===== config.mk =====
export PLATFORM = sky130hd
export DESIGN_NAME = sync_fifo_lvl
export DESIGN_NICKNAME = d
export VERILOG_FILES = /design/src/rtl/fifo_pkg.sv /design/src/rtl/sync_fifo_ram.sv /design/src/rtl/sync_fifo_lvl.sv
export SDC_FILE = /design/constraint.sdc
export NUM_CORES = 1
export LEC_CHECK = 0
export BUFFER_PORTS_ARGS = -buffer_cell sky130_fd_sc_hd__buf_4
export CAP_MARGIN = 5
export CORE_ASPECT_RATIO = 0.8
export CORE_MARGIN = 3
export CORE_UTILIZATION = 50
export CTS_BUF_LIST = sky130_fd_sc_hd__clkbuf_8
export CTS_CLUSTER_DIAMETER = 30
export DETAILED_ROUTE_END_ITERATION = 16
export PLACE_DENSITY = 0.67
export SYNTH_ARGS = -nofsm -noshare
export SYNTH_HDL_FRONTEND = slang
export SYNTH_HIERARCHICAL = 1
export SYNTH_SLANG_ARGS = --single-unit

===== constraint.sdc =====
create_clock -name i_sys_clk -period 8 [get_ports i_sys_clk]
set_clock_uncertainty 0.05 [all_clocks]
set_input_delay 1.2 -clock i_sys_clk [delete_from_list [all_inputs] [get_ports i_sys_clk]]
set_output_delay 1.2 -clock i_sys_clk [all_outputs]
set_load 0.01 [all_outputs]

===== src/rtl/fifo_pkg.sv =====
// Shared definitions for the level-tracking sync FIFO: receive-trigger
// encodings, level-width helper and the legal address-width range.
package fifo_pkg;

  typedef enum logic [1:0] {
    TRIG_1  = 2'd0,
    TRIG_Q  = 2'd1,
    TRIG_H  = 2'd2,
    TRIG_F2 = 2'd3
  } trig_sel_e;

  localparam int unsigned ADDR_WIDTH_MIN = 2;
  localparam int unsigned ADDR_WIDTH_MAX = 8;

  // The level counter needs one bit more than the pointers to represent DEPTH.
  localparam int unsigned LVL_EXTRA_BITS = 1;

  function automatic int unsigned lvl_width(input int unsigned addr_width);
    return addr_width + LVL_EXTRA_BITS;
  endfunction

  function automatic int unsigned trig_words(input trig_sel_e sel, input int unsigned depth);
    case (sel)
      TRIG_1:  return 1;
      TRIG_Q:  return depth / 4;
      TRIG_H:  return depth / 2;
      default: return depth - 2;
    endcase
  endfunction

endpackage


===== src/rtl/sync_fifo_ram.sv =====
// Simple dual-port FIFO storage: synchronous write, registered read by default,
// asynchronous read when FIFO_FWFT_EN is defined.
module sync_fifo_ram #(
  parameter int unsigned DATA_WIDTH = 8,
  parameter int unsigned ADDR_WIDTH = 4
) (
  input  logic                  clk_i,
  input  logic                  srst_i,
  input  logic                  we_i,
  input  logic [ADDR_WIDTH-1:0] waddr_i,
  input  logic [DATA_WIDTH-1:0] wdata_i,
  input  logic                  re_i,
  input  logic [ADDR_WIDTH-1:0] raddr_i,
  output logic [DATA_WIDTH-1:0] rdata_o
);

  localparam int unsigned DEPTH = 1 << ADDR_WIDTH;

  logic [DATA_WIDTH-1:0] mem_q [DEPTH];

  always_ff @(posedge clk_i) begin
    if (we_i) begin
      mem_q[waddr_i] <= wdata_i;
    end
  end

`ifdef FIFO_FWFT_EN
  logic unused_ok;
  assign unused_ok = ^{srst_i, re_i};
  assign rdata_o   = mem_q[raddr_i];
`else
  logic [DATA_WIDTH-1:0] rdata_q;

  // Only the output register is cleared; the array itself keeps its contents.
  always_ff @(posedge clk_i) begin
    if (srst_i) begin
      rdata_q <= '0;
    end else if (re_i) begin
      rdata_q <= mem_q[raddr_i];
    end
  end

  assign rdata_o = rdata_q;
`endif

endmodule


===== src/rtl/sync_fifo_lvl.sv =====
// Synchronous FIFO with fill level, almost-full/empty, receive trigger and
// sticky error flags. Define FIFO_FWFT_EN for first-word-fall-through reads.
module sync_fifo_lvl #(
  parameter int unsigned DATA_WIDTH = 8,
  parameter int unsigned ADDR_WIDTH = 4,
  parameter int unsigned AFULL_LVL  = 14,
  parameter int unsigned AEMPTY_LVL = 2
) (
  input  logic                  i_sys_clk,
  input  logic                  i_sys_rst,
  input  logic                  i_fifo_rst,
  input  logic                  i_wren,
  input  logic [DATA_WIDTH-1:0] i_wdata,
  input  logic                  i_rden,
  input  logic [1:0]            i_trig_sel,
  output logic [DATA_WIDTH-1:0] o_rdata,
  output logic                  o_rvalid,
  output logic                  o_empty,
  output logic                  o_full,
  output logic                  o_aempty,
  output logic                  o_afull,
  output logic                  o_trig,
  output logic [ADDR_WIDTH:0]   o_level,
  output logic                  o_ovf,
  output logic                  o_udf
);

  import fifo_pkg::*;

  localparam int unsigned DEPTH = 1 << ADDR_WIDTH;
  localparam int unsigned LW    = lvl_width(ADDR_WIDTH);

  logic                  rst;
  logic                  wr_acc;
  logic                  rd_acc;
  logic [ADDR_WIDTH-1:0] wr_ptr_q, wr_ptr_d;
  logic [ADDR_WIDTH-1:0] rd_ptr_q, rd_ptr_d;
  logic [LW-1:0]         level_q, level_d;
  logic                  empty_q, empty_d;
  logic                  full_q, full_d;
  logic                  aempty_q, aempty_d;
  logic                  afull_q, afull_d;
  logic                  trig_q, trig_d;
  logic                  ovf_q, ovf_d;
  logic                  udf_q, udf_d;
  logic [DATA_WIDTH-1:0] ram_rdata;

  assign rst = i_sys_rst || i_fifo_rst;

  // Acceptance looks only at registered flags, and a reset/flush kills the access.
  always_comb begin
    wr_acc   = i_wren && !full_q && !rst;
    rd_acc   = i_rden && !empty_q && !rst;
    wr_ptr_d = wr_acc ? wr_ptr_q + ADDR_WIDTH'(1) : wr_ptr_q;
    rd_ptr_d = rd_acc ? rd_ptr_q + ADDR_WIDTH'(1) : rd_ptr_q;

    level_d = level_q;
    if (wr_acc && !rd_acc) begin
      level_d = level_q + LW'(1);
    end else if (rd_acc && !wr_acc) begin
      level_d = level_q - LW'(1);
    end

    empty_d  = (level_d == '0);
    full_d   = (32'(level_d) == DEPTH);
    aempty_d = (32'(level_d) <= AEMPTY_LVL);
    afull_d  = (32'(level_d) >= AFULL_LVL);
    trig_d   = (32'(level_d) >= trig_words(trig_sel_e'(i_trig_sel), DEPTH));
    ovf_d    = ovf_q || (i_wren && full_q);
    udf_d    = udf_q || (i_rden && empty_q);
  end

  always_ff @(posedge i_sys_clk) begin
    if (rst) begin
      wr_ptr_q <= '0;
      rd_ptr_q <= '0;
      level_q  <= '0;
      empty_q  <= 1'b1;
      full_q   <= 1'b0;
      aempty_q <= 1'b1;
      afull_q  <= 1'b0;
      trig_q   <= 1'b0;
      ovf_q    <= 1'b0;
      udf_q    <= 1'b0;
    end else begin
      wr_ptr_q <= wr_ptr_d;
      rd_ptr_q <= rd_ptr_d;
      level_q  <= level_d;
      empty_q  <= empty_d;
      full_q   <= full_d;
      aempty_q <= aempty_d;
      afull_q  <= afull_d;
      trig_q   <= trig_d;
      ovf_q    <= ovf_d;
      udf_q    <= udf_d;
    end
  end

  sync_fifo_ram #(
    .DATA_WIDTH(DATA_WIDTH),
    .ADDR_WIDTH(ADDR_WIDTH)
  ) u_ram (
    .clk_i  (i_sys_clk),
    .srst_i (rst),
    .we_i   (wr_acc),
    .waddr_i(wr_ptr_q),
    .wdata_i(i_wdata),
    .re_i   (rd_acc),
    .raddr_i(rd_ptr_q),
    .rdata_o(ram_rdata)
  );

`ifdef FIFO_FWFT_EN
  assign o_rdata  = empty_q ? '0 : ram_rdata;
  assign o_rvalid = !empty_q;
`else
  logic rvalid_q;

  always_ff @(posedge i_sys_clk) begin
    if (rst) begin
      rvalid_q <= 1'b0;
    end else begin
      rvalid_q <= rd_acc;
    end
  end

  assign o_rdata  = ram_rdata;
  assign o_rvalid = rvalid_q;
`endif

  assign o_empty  = empty_q;
  assign o_full   = full_q;
  assign o_aempty = aempty_q;
  assign o_afull  = afull_q;
  assign o_trig   = trig_q;
  assign o_level  = level_q;
  assign o_ovf    = ovf_q;
  assign o_udf    = udf_q;

endmodule


Word-level counts from Yosys, hierarchy flattened
Memories as Yosys holds them, arrays and structs flattened. A register that Yosys moved wholly into a read port is not among the register bits. Index checks and enable logic that the tools add are counted.

Register bits after elaboration: 21. RAM bits: 128. Bits of input ports: 15. Logic and storage cells: 45. Memories kept: 1.

Memories: u_ram.mem_q (words 16, bits a word 8, rd ports 1, clocked after memory_dff 1, write ports 1, RTL line sync_fifo_ram.sv:19) `logic [DATA_WIDTH-1:0] mem_q [DEPTH];`.

Add/subtract/negate cells: 4. Magnitude comparators: 3. Eq/ne operators: 3. Muxes and demuxes: 5. Reductions and logical operators: 18.

Operators with widths (count): greater-or-equal comparator 5 x 32 -> 1 bit (1); case mux 4 bit (3 select lines) (1); 2-to-1 mux 5 bit (2); adder 4 x 1 -> 4 bit (second input constant) (2); logical AND 1 bit (8); adder 5 x 1 -> 5 bit (second input constant) (1); equality test 5 bit (second input constant) (1); greater-or-equal comparator 5 x 4 -> 1 bit (second input constant) (1); <= comparator 5 x 2 -> 1 bit (second input constant) (1); logical NOT 1 bit (5); logical NOT 5 bit (1); subtractor 5 x 1 -> 5 bit (second input constant) (1); logical OR 1 bit (3); equality test 2 x 1 -> 1 bit (second input constant) (1); equality test 2 bit (second input constant) (1); logical NOT 2 bit (1); 2-to-1 mux 1 bit (2).

Longest topological paths before layout
Gate-level depths: netlist of the first run.

Depth in word-level cells: 8. Depth in mapped cells: 11.

Cells and area by module
The synthesis of the first run kept the hierarchy.

By module, submodules not included: sync_fifo_ram (instances 1, cells each 316, area an instance 5343.9 um^2); sync_fifo_lvl (instances 1, cells each 130, area an instance 1144.8 um^2).

Least setup slack after synthesis of the first run
No wires, ideal clock.

Path type: input to register. Start point: input port i_fifo_rst. End point: memory u_ram.mem_q[0][0] (enable). Data arrival time: 2.954 ns. Setup slack: 4.612 ns. Stages on the path: 6. Path buffers: 1. Cells stage by stage: nor2_4 inv_2 buf_1 nor2_1 or3b_2 nor3_1.

Cells in the longest elaborated chain, start to end: 5.

Ends and longest elaborated chain: start, declared (RTL line sync_fifo_lvl.sv:11) `input logic i_fifo_rst,`; logical OR 1 bit (RTL line sync_fifo_lvl.sv:48) `assign rst = i_sys_rst || i_fifo_rst;`; named net rst (RTL line sync_fifo_lvl.sv:33) `logic rst;`; logical NOT 1 bit (RTL line sync_fifo_lvl.sv:52) `wr_acc = i_wren && !full_q && !rst;`; logical AND 1 bit (RTL line sync_fifo_lvl.sv:52); named net wr_acc (RTL line sync_fifo_lvl.sv:34) `logic wr_acc;`; 2-to-1 mux 1 bit (RTL line sync_fifo_ram.sv:22) `if (we_i) begin`; 2-to-1 mux 1 bit (not written as such) (RTL line sync_fifo_ram.sv:23) `mem_q[waddr_i] <= wdata_i;`; end, declared (RTL line sync_fifo_ram.sv:19).

The timed path passes the listed nets, and every way through them passes these cells.

Worst setup path after layout of the first run
Start point: input port i_fifo_rst. End point: memory u_ram.mem_q[0][0] (enable).

Cells in the longest elaborated chain, start to end: 5.

Ends and longest elaborated chain (RTL line): logical OR 1 bit (sync_fifo_lvl.sv:48); logical NOT 1 bit (sync_fifo_lvl.sv:52); logical AND 1 bit (sync_fifo_lvl.sv:52); named net wr_acc (sync_fifo_lvl.sv:34); 2-to-1 mux 1 bit (sync_fifo_ram.sv:22); 2-to-1 mux 1 bit (not written as such) (sync_fifo_ram.sv:23).

The timed path passes the listed nets, and every way through them passes these cells.

==> impl_metrics.env, run 1 <==
export IMPL_min_to="u_ram/rdata_o[7]"
export IMPL_synth_seq_cells=157
export IMPL_final_cells=667
export IMPL_avgSynthCellArea_um2=14.5
export IMPL_worst_ep_required_time_ns=8.02
export IMPL_muxShareOfSynthArea_pct=9.87
export IMPL_core_region_area_um2=12400
export IMPL_syn_nets=469
export IMPL_ir_drop_mv=0.205
export IMPL_cp_max_fo=21
export IMPL_netlist_instances=446
export IMPL_htreeDepth=4
export IMPL_synth_adder_area_share_pct=1.54
export IMPL_die_h_um=108
export IMPL_critPathLaunchType="input port"
export IMPL_status="finished clean"
export IMPL_cts_sinks=157
export IMPL_post_cts_buffers=0
export IMPL_syn_area_um2=6490
export IMPL_layout_setup_ws_ns=4.48
export IMPL_synth_compound_area_share_pct=6.05
export IMPL_synthSimpleGateAreaFrac_pct=10.0
export IMPL_yosys_warnings=6
export IMPL_antenna_left=0
export IMPL_placedCellCount=635
export IMPL_timing_rr_start="o_full"
export IMPL_root_buffer="clkbuf_8"
export IMPL_gp_congestion=0.840
export IMPL_setup_viol=0
export IMPL_maxSlewViolCount=0
export IMPL_drt_pass1_iter_count=5
export IMPL_cp_arrival_ns=3.54
export IMPL_grt_busiest_layer="met2"
export IMPL_cp_end_kind="flop"
export IMPL_syn2layout_area_growth_pct=11.1
export IMPL_rsz0062_at_grt="no"
export IMPL_p_per_area_nw_per_um2=210
export IMPL_path_delay_family="simple AND/OR/NAND/NOR gates"
export IMPL_hold_viol=0
export IMPL_cts_made_buffers=17
export IMPL_max_freq_mhz=284
export IMPL_holdWs_ns=0.415
export IMPL_n_antenna_cell=0
export IMPL_cp_slowest_cell="nor3_1"
export IMPL_postSynth_asyncResetShare_pct=0
export IMPL_critPathKind="in2reg"
export IMPL_io_pins=36
export IMPL_hp_start="u_ram/rdata_o[7]"
export IMPL_layout_nets=506
export IMPL_ys_seq_area_share_pct=68.2
export IMPL_grt_pass1_vias=3720
export IMPL_final_common_cell="edfxtp_1"
export IMPL_r2r_cells=4
export IMPL_maxSlewHeadroom_pct=16.7
export IMPL_dieArea_um2=14400
export IMPL_r2r_end="u_ram/mem_q[0][0]"
export IMPL_synth_edf_count=128
export IMPL_setup_tns_final_ns=0
export IMPL_grt_pass1_wl_um=20400
export IMPL_grt_use_met1_pct=27.3
export IMPL_grt_start_max_net_pins=67
export IMPL_drtIter0Drc=311
export IMPL_hold_depth=2
export IMPL_fill_cells=1031
export IMPL_clk_pin_slew_ns=0.08
export IMPL_post_place_ws_ns=4.05
export IMPL_synth_top_family_by_area="simple AND/OR/NAND/NOR gates"
export IMPL_routed_wl_um=13200
export IMPL_crit_chain="buf_4 -> nor2_4 -> inv_2 -> nor2_1 -> or3b_2 -> nor3_1"
export IMPL_path_buf_inv=2
export IMPL_cpPeakStageDelay_ns=0.89
export IMPL_post_drt_wl_per_cell_um=19.7
export IMPL_gr_usage_met2_pct=29.0
export IMPL_grt_ovfl_total=0
export IMPL_dp_hpwl_um=8380
export IMPL_ys_types=49
export IMPL_track_usage_pct=19.3
export IMPL_drive_gt1_share_pct=15.7
export IMPL_ys_flop_type="edfxtp_1"
export IMPL_vias=3758
export IMPL_max_slew_worst_pin_slew_ns=1.24
export IMPL_min_period_ns=3.52
export IMPL_rows=36
export IMPL_hold_class="reg2reg"
export IMPL_cts_hold_fix_buffers=0
export IMPL_ctsResizeCount=0
export IMPL_ctsLongestPathBuffers=2
export IMPL_io_buffers=35
export IMPL_drcViolationCount=0
export IMPL_grtUsageMet3_pct=5.09
export IMPL_cts_tree="done"
export IMPL_antenna_found_initial=0
export IMPL_r2r_slack_ns=5.24
export IMPL_initial_core_util_pct=52.2
export IMPL_synth_xor_area_share_pct=1.48
export IMPL_layout_common_cells="128 x edfxtp_1, 64 x mux2i_1, 37 x buf_4"
export IMPL_cap_violations=0
export IMPL_leakagePower_nw=2.33
export IMPL_viasPerCell=5.63
export IMPL_clk_latency_ns=0.45
export IMPL_die_w_um=133
export IMPL_finalCritPeriodShare_pct=44.0
-- area by class of cell --
cell class                 count  area (µm²)  share of cell area (%)
sequential                   157        4430                    61.4
multi-input combinational    265        1880                    26.1
timing repair buffer          37         278                    3.85
clock buffer                  17         234                    3.24
tap                          171         214                    2.97
clock inverter                15         159                    2.20
inverter                       5        18.8                   0.260
-- routing by layer --
metal	wire, µm	part of all wire [%]
met5	0	0
met4	179	1.4
met3	833	6.3
met2	5910	45
met1	6250	47
-- sequential cells by signal, summed over array words and instances, names as in the netlist, 4 cells and up --
signal         flops
u_ram/rdata_o      8
wr_ptr_q           4
u_ram/mem_q      128
o_level            5
rd_ptr_q           4
-- how the worst max path moves through the flow --
stage	start	end	slack [ns]	cells past startpoint
2_1_floorplan	i_fifo_rst	u_ram/mem_q[0][0]	4.61	6
3_3_place_gp	i_fifo_rst	u_ram/mem_q[0][0]	4.12	6
3_5_place_dp	i_fifo_rst	u_ram/mem_q[0][5]	4.05	6
4_1_cts	i_fifo_rst	u_ram/mem_q[0][0]	4.52	6
5_1_grt	i_fifo_rst	u_ram/mem_q[0][0]	4.35	6
6_report	i_fifo_rst	u_ram/mem_q[0][0]	4.48	6
-- cell usage after synthesis (all sizes together), types with 6 or more instances --
master | instances | area (µm²)
a21oi | 17 | 85.1
a22oi | 24 | 180
buf | 19 | 165
dfxtp | 29 | 581
edfxtp | 128 | 3840
ha | 8 | 100
mux2i | 64 | 641
nand2 | 29 | 109
nand2b | 6 | 37.5
nand3 | 27 | 135
nor2 | 29 | 116
nor2b | 6 | 37.5
nor3 | 6 | 30.0
xor2 | 6 | 52.6
-- cells by family after synthesis --
logic type | after synthesis
buffers and inverters | 24
AO/OA/AOI/OAI | 56
flip-flops | 157
adder cells (fa/ha/maj) | 8
multiplexers | 64
XOR/XNOR | 11
AND/OR/NAND/NOR | 126
-- tightest hold or removal path: cells and delay by family (launching register included) --
family / cells / cell delay (ns)
flops: 1 / 0.34
simple gates: 2 / 0.10
-- stage by stage --
stage,cell area (µm²),util [%],total power [mW]
6_report,7210,58.0,1.51
5_1_grt,7210,58.0,1.56
4_1_cts,7210,58.0,1.53
3_5_place_dp,6820,54.9,0.947
3_3_place_gp,6820,54.9,0.946
2_1_floorplan,6490,-,0.924
-- report_power, final --
group / internal (mW) / switching, mW
Clock: 0.281 / 0.302
Sequential: 0.884 / 0.00261
Combinational: 0.0136 / 0.0277
(Power assumes the default switching activity.)
==> run 2: changes to the inputs <==
--- a/config.mk
+++ b/config.mk
@@ -13,7 +13,7 @@
 export CTS_BUF_LIST = sky130_fd_sc_hd__clkbuf_8
 export CTS_CLUSTER_DIAMETER = 30
 export DETAILED_ROUTE_END_ITERATION = 16
-export PLACE_DENSITY = 0.67
+export PLACE_DENSITY = 0.7
 export SYNTH_ARGS = -nofsm -noshare
 export SYNTH_HDL_FRONTEND = slang
 export SYNTH_HIERARCHICAL = 1
==> constraint.sdc (replaced) <==
create_clock -name i_sys_clk -period 3.2 [get_ports i_sys_clk]
set_clock_uncertainty 0.05 [all_clocks]
set_input_delay 0.48 -clock i_sys_clk [delete_from_list [all_inputs] [get_ports i_sys_clk]]
set_output_delay 0.48 -clock i_sys_clk [all_outputs]
set_load 0.01 [all_outputs]
==> impl_metrics.env, run 2 (same netlist as run 1, synthesis figures left out) <==
export IMPL_post_drt_wl_per_cell_um=19.8
export IMPL_leakagePower_nw=2.50
export IMPL_rsz0062_at_grt="no"
export IMPL_grt_ovfl_total=0
export IMPL_clk_pin_slew_ns=0.08
export IMPL_grt_start_max_net_pins=31
export IMPL_p_int_mw=3.08
export IMPL_cpPeakStageDelay_ns=0.46
export IMPL_cp_slowest_cell="dfxtp_1"
export IMPL_crit_top_cell="ha_1"
export IMPL_status="finished clean"
export IMPL_gp_congestion=0.826
export IMPL_p_per_area_nw_per_um2=519
export IMPL_net_switching_power_mw=0.773
export IMPL_grt_pass1_wl_um=21400
export IMPL_utilization_pct=59.8
export IMPL_hold_viol=0
export IMPL_drcViolationCount=0
export IMPL_hold_depth=2
export IMPL_max_slew_worst_pin_slew_ns=0.917
export IMPL_htreeDepth=4
export IMPL_cap_violations=0
export IMPL_seqPwrFrac_pct=57.5
export IMPL_largest_register_ffs=128
export IMPL_layout_common_cells="128 x edfxtp_1, 64 x mux2i_1, 63 x buf_4"
export IMPL_die_h_um=108
export IMPL_n_antenna_cell=0
export IMPL_io_buffers=35
export IMPL_clkPwrFrac_pct=39.8
export IMPL_track_usage_pct=20.1
export IMPL_vias=3878
export IMPL_cp_arrival_ns=2.98
export IMPL_p_sw_share_pct=20.1
export IMPL_io_pins=36
export IMPL_cts_hold_fix_buffers=0
export IMPL_setup_viol=0
export IMPL_cts_sinks=157
export IMPL_maxSlewViolCount=0
export IMPL_antenna_found_initial=0
export IMPL_cp_end_kind="flop"
export IMPL_root_buffer="clkbuf_8"
export IMPL_drtIter0Drc=325
export IMPL_critPathLaunchType="flop"
export IMPL_worst_ep_required_time_ns=3.48
export IMPL_cts_made_buffers=17
export IMPL_ctsResizeCount=0
export IMPL_hold_class="in2reg"
export IMPL_viasPerCell=5.60
export IMPL_dp_hpwl_um=8980
export IMPL_maxSlewHeadroom_pct=38.7
export IMPL_cts_tree="done"
export IMPL_layout_nets=532
export IMPL_antenna_left=0
export IMPL_die_w_um=133
export IMPL_cp_max_fo=7
export IMPL_core_region_area_um2=12400
export IMPL_r2r_cells=10
export IMPL_finalCritPeriodShare_pct=84.2
export IMPL_post_cts_buffers=0
export IMPL_min_period_ns=2.70
export IMPL_path_buf_inv=1
export IMPL_setup_tns_final_ns=0
export IMPL_syn2layout_area_growth_pct=14.5
export IMPL_path_delay_family="compound AO/OA/AOI/OAI gates"
export IMPL_routed_wl_um=13700
export IMPL_critPathKind="reg2reg"
export IMPL_ir_drop_mv=0.236
export IMPL_drive_gt1_share_pct=19.3
export IMPL_comb_power_share_pct=2.7
export IMPL_grt_pass1_vias=3814
export IMPL_max_freq_mhz=371
export IMPL_regMostFlops="u_ram/mem_q"
export IMPL_clk_latency_ns=0.44
export IMPL_crit_cells=10
export IMPL_final_common_cell="edfxtp_1"
export IMPL_rows=36
export IMPL_initial_core_util_pct=52.2
export IMPL_drt_pass1_iter_count=5
export IMPL_crit_chain="inv_1 -> ha_1 -> nor4_1 -> a311o_1 -> o21ai_0 -> ha_1 -> a21o_1 -> a21oi_1 -> nor2b_1 -> o31a_1"
export IMPL_holdWs_ns=0.193
export IMPL_dieArea_um2=14400
export IMPL_ctsLongestPathBuffers=2
## run 2: changes by cell type in the layout (fill, tap and decap cells not counted)
cell and delta:
clkinv_1 -1, bufinv_16 +2, clkinvlp_4 -1, clkinv_2 +1
inv_6 -4, inv_1 +4, inv_8 -1, buf_4 +26
## run 2: cell type report
type	instances	area [µm²]
Fill cell	1001	5000
Sequential cell	157	4430
Multi-Input combinational cell	265	1880
Timing Repair Buffer	63	473
Clock buffer	17	234
Tap cell	171	214
Clock inverter	15	181
Inverter	5	18.8
## run 2: path summary, 6_finish.rpt
kind	from	end	slack, ns
hold reg to reg	u_ram/rdata_o[7]	u_ram/rdata_o[7]	0.42
setup reg to reg	o_level[0]	o_trig	0.50
hold / removal	i_fifo_rst	o_rvalid	0.19
setup / recovery	o_level[0]	o_trig	0.50
## run 2: stage by stage
| stage | cells | instance area, µm² | worst slack (ns) | power (mW) |
|---|---|---|---|---|
| detailed placement | 661 | 7010 | 0.368 | 2.37 |
| global placement | 661 | 7010 | 0.493 | 2.36 |
| global route | 693 | 7430 | 0.248 | 3.98 |
| finish | 693 | 7430 | 0.504 | 3.85 |
| CTS | 693 | 7430 | 0.508 | 3.89 |
| floorplan | 446 | 6490 | 0.532 | 2.31 |
## run 2: metal layers
metal	global-route usage [%]	vias to the layer above	wire, µm
met5	0	-	0
met4	6.31	0	157
met3	5.75	17	936
met2	31.2	133	6350
met1	27.8	1901	6280
li1	-	1827	-
## run 2: power by group through the flow
| stage | clock network, mW | registers (mW) | logic [mW] |
|---|---|---|---|
| after detailed placement | 0 | 2.26 | 0.106 |
| final | 1.53 | 2.22 | 0.105 |
| after global placement | 0 | 2.26 | 0.101 |
| after global routing | 1.65 | 2.22 | 0.116 |
| after floorplan | 0 | 2.26 | 0.0448 |
| after CTS | 1.56 | 2.22 | 0.107 |
==> run 3: changes to the inputs <==
==> constraint.sdc (replaced) <==
create_clock -name i_sys_clk -period 2.2 [get_ports i_sys_clk]
set_clock_uncertainty 0.05 [all_clocks]
set_input_delay 0.33 -clock i_sys_clk [delete_from_list [all_inputs] [get_ports i_sys_clk]]
set_output_delay 0.33 -clock i_sys_clk [all_outputs]
set_load 0.01 [all_outputs]
==> impl_metrics.env, run 3 (same netlist as run 1, synthesis figures left out) <==
export IMPL_root_buffer="clkbuf_8"
export IMPL_rows=36
export IMPL_grt_pass1_vias=3902
export IMPL_maxSlewViolCount=0
export IMPL_layout_nets=565
export IMPL_clk_pin_slew_ns=0.08
export IMPL_final_common_cell="edfxtp_1"
export IMPL_grt_ovfl_total=0
export IMPL_drive_gt1_share_pct=26.8
export IMPL_gp_congestion=0.870
export IMPL_hp_start="i_fifo_rst"
export IMPL_n_antenna_cell=0
export IMPL_cts_made_buffers=17
export IMPL_die_h_um=108
export IMPL_holdWs_ns=0.0397
export IMPL_io_pins=36
export IMPL_ir_drop_mv=0.573
export IMPL_maxSlewHeadroom_pct=71.9
export IMPL_track_usage_pct=19.8
export IMPL_cp_end_kind="flop"
export IMPL_critPathKind="reg2reg"
export IMPL_io_buffers=35
export IMPL_crit_chain="buf_4 -> or2_2 -> o41ai_4 -> nand4_4 -> ha_1 -> nor2b_1 -> o31a_1"
export IMPL_power_mw=5.81
export IMPL_clk_latency_ns=0.45
export IMPL_r2r_end="o_trig"
export IMPL_cts_sinks=157
export IMPL_cp_slowest_cell="o41ai_4"
export IMPL_post_place_ws_ns=-0.341
export IMPL_finalCritPeriodShare_pct=100
export IMPL_dp_hpwl_um=9140
export IMPL_hold_viol=0
export IMPL_min_period_ns=2.21
export IMPL_htreeDepth=4
export IMPL_setup_tns_final_ns=-0.00961
export IMPL_rsz0062_at_grt="yes"
export IMPL_cp_max_fo=6
export IMPL_core_region_area_um2=12400
export IMPL_largest_register_ffs=128
export IMPL_cp_arrival_ns=2.50
export IMPL_r2r_slack_ns=-0.01
export IMPL_initial_core_util_pct=52.2
export IMPL_grt_start_max_net_pins=19
export IMPL_p_per_area_nw_per_um2=740
export IMPL_antenna_left=0
export IMPL_die_w_um=133
export IMPL_drcViolationCount=0
export IMPL_status="complete, but fails checks"
export IMPL_max_freq_mhz=453
export IMPL_routed_wl_um=13400
export IMPL_regMostFlops="u_ram/mem_q"
export IMPL_hold_depth=2
export IMPL_ctsLongestPathBuffers=2
export IMPL_critPathLaunchType="flop"
export IMPL_violations="setup timing"
export IMPL_worst_ep_required_time_ns=2.49
export IMPL_timing_rr_start="o_level[0]"
export IMPL_setup_viol=1
export IMPL_layout_common_cells="128 x edfxtp_1, 93 x buf_4, 64 x mux2i_1"
export IMPL_cap_violations=0
export IMPL_dieArea_um2=14400
export IMPL_r2r_cells=7
export IMPL_post_drt_wl_per_cell_um=18.5
export IMPL_cts_hold_fix_buffers=0
export IMPL_grt_pass1_wl_um=21300
export IMPL_hold_class="in2reg"
export IMPL_syn2layout_area_growth_pct=21.0
export IMPL_drt_pass1_iter_count=4
export IMPL_layout_setup_ws_ns=-0.00961
export IMPL_viasPerCell=5.41
export IMPL_max_slew_worst_pin_slew_ns=0.415
export IMPL_cpPeakStageDelay_ns=0.37
export IMPL_leakagePower_nw=2.71
export IMPL_cts_tree="done"
export IMPL_min_to="o_rvalid"
export IMPL_vias=3925
export IMPL_drtIter0Drc=331
export IMPL_antenna_found_initial=0
run 3: cell count changes in the layout (fill, tap and decap cells not counted), moves of 2 or more:
| cell | delta |
|---|---|
| buf_4 | +30 |
| dfxtp_4 | +2 |
| clkbuf_8 | +2 |
| dfxtp_1 | -3 |
| inv_1 | -5 |
| clkinvlp_4 | -3 |
| buf_12 | +3 |
| clkinv_4 | +2 |
run 3: timing repair:
item / CTS / global route
gates cloned: 0 / 0
resized for setup: 10 / 3
setup buffers: 1 / 0
pin swaps: 6 / 2
endpoints found under the setup margin: 1 / 3
run 3: final cells by class:
class                      instances  area (µm²)
fill                             953        4580
tap                              171         214
multi-input combinational        265        1970
clock inverter                    13         195
timing repair buffer              96         758
inverter                           5        21.3
clock buffer                      19         262
sequential                       157        4440
run 3: routing by layer:
metal	share of wire (%)	up-vias	GRT usage, %
met5	0	-	0
met4	1.1	0	5.29
met3	7.1	13	5.51
met2	46	98	30.3
met1	46	1919	28.0
li1	-	1895	-
run 3: how the worst max path moves through the flow:
stage / cells past startpoint / endpoint / start / slack, ns
2_1_floorplan: 6 / u_ram/mem_q[2][0] / i_fifo_rst / -0.1
3_3_place_gp: 11 / o_trig / i_rden / -0.27
3_5_place_dp: 11 / o_trig / i_rden / -0.34
4_1_cts: 10 / o_trig / o_level[1] / -0.005
5_1_grt: 10 / o_trig / o_level[1] / -0.13
6_report: 7 / o_trig / o_level[0] / -0.01
run 3: critical path: cells and delay by family, from the launching register on:
kind | cells | cell delay (ns)
flip-flops | 1 | 0.35
AO/OA/AOI/OAI | 2 | 0.59
buffers and inverters | 1 | 0.15
adder cells (fa/ha/maj) | 1 | 0.32
AND/OR/NAND/NOR | 3 | 0.64
run 3: where the power goes:
part	internal, mW	switching, mW	total (mW)
Sequential	3.21	0.00777	3.22
Clock	1.40	1.00	2.40
Combinational	0.0810	0.112	0.193
run 3: per-stage QoR:
stage               instance area, µm²  cells  utilization, %
floorplan                         6530    446               -
global placement                  7330    693            59.0
detailed placement                7330    693            59.0
CTS                               7840    726            63.1
global route                      7850    726            63.2
finish                            7850    726            63.2
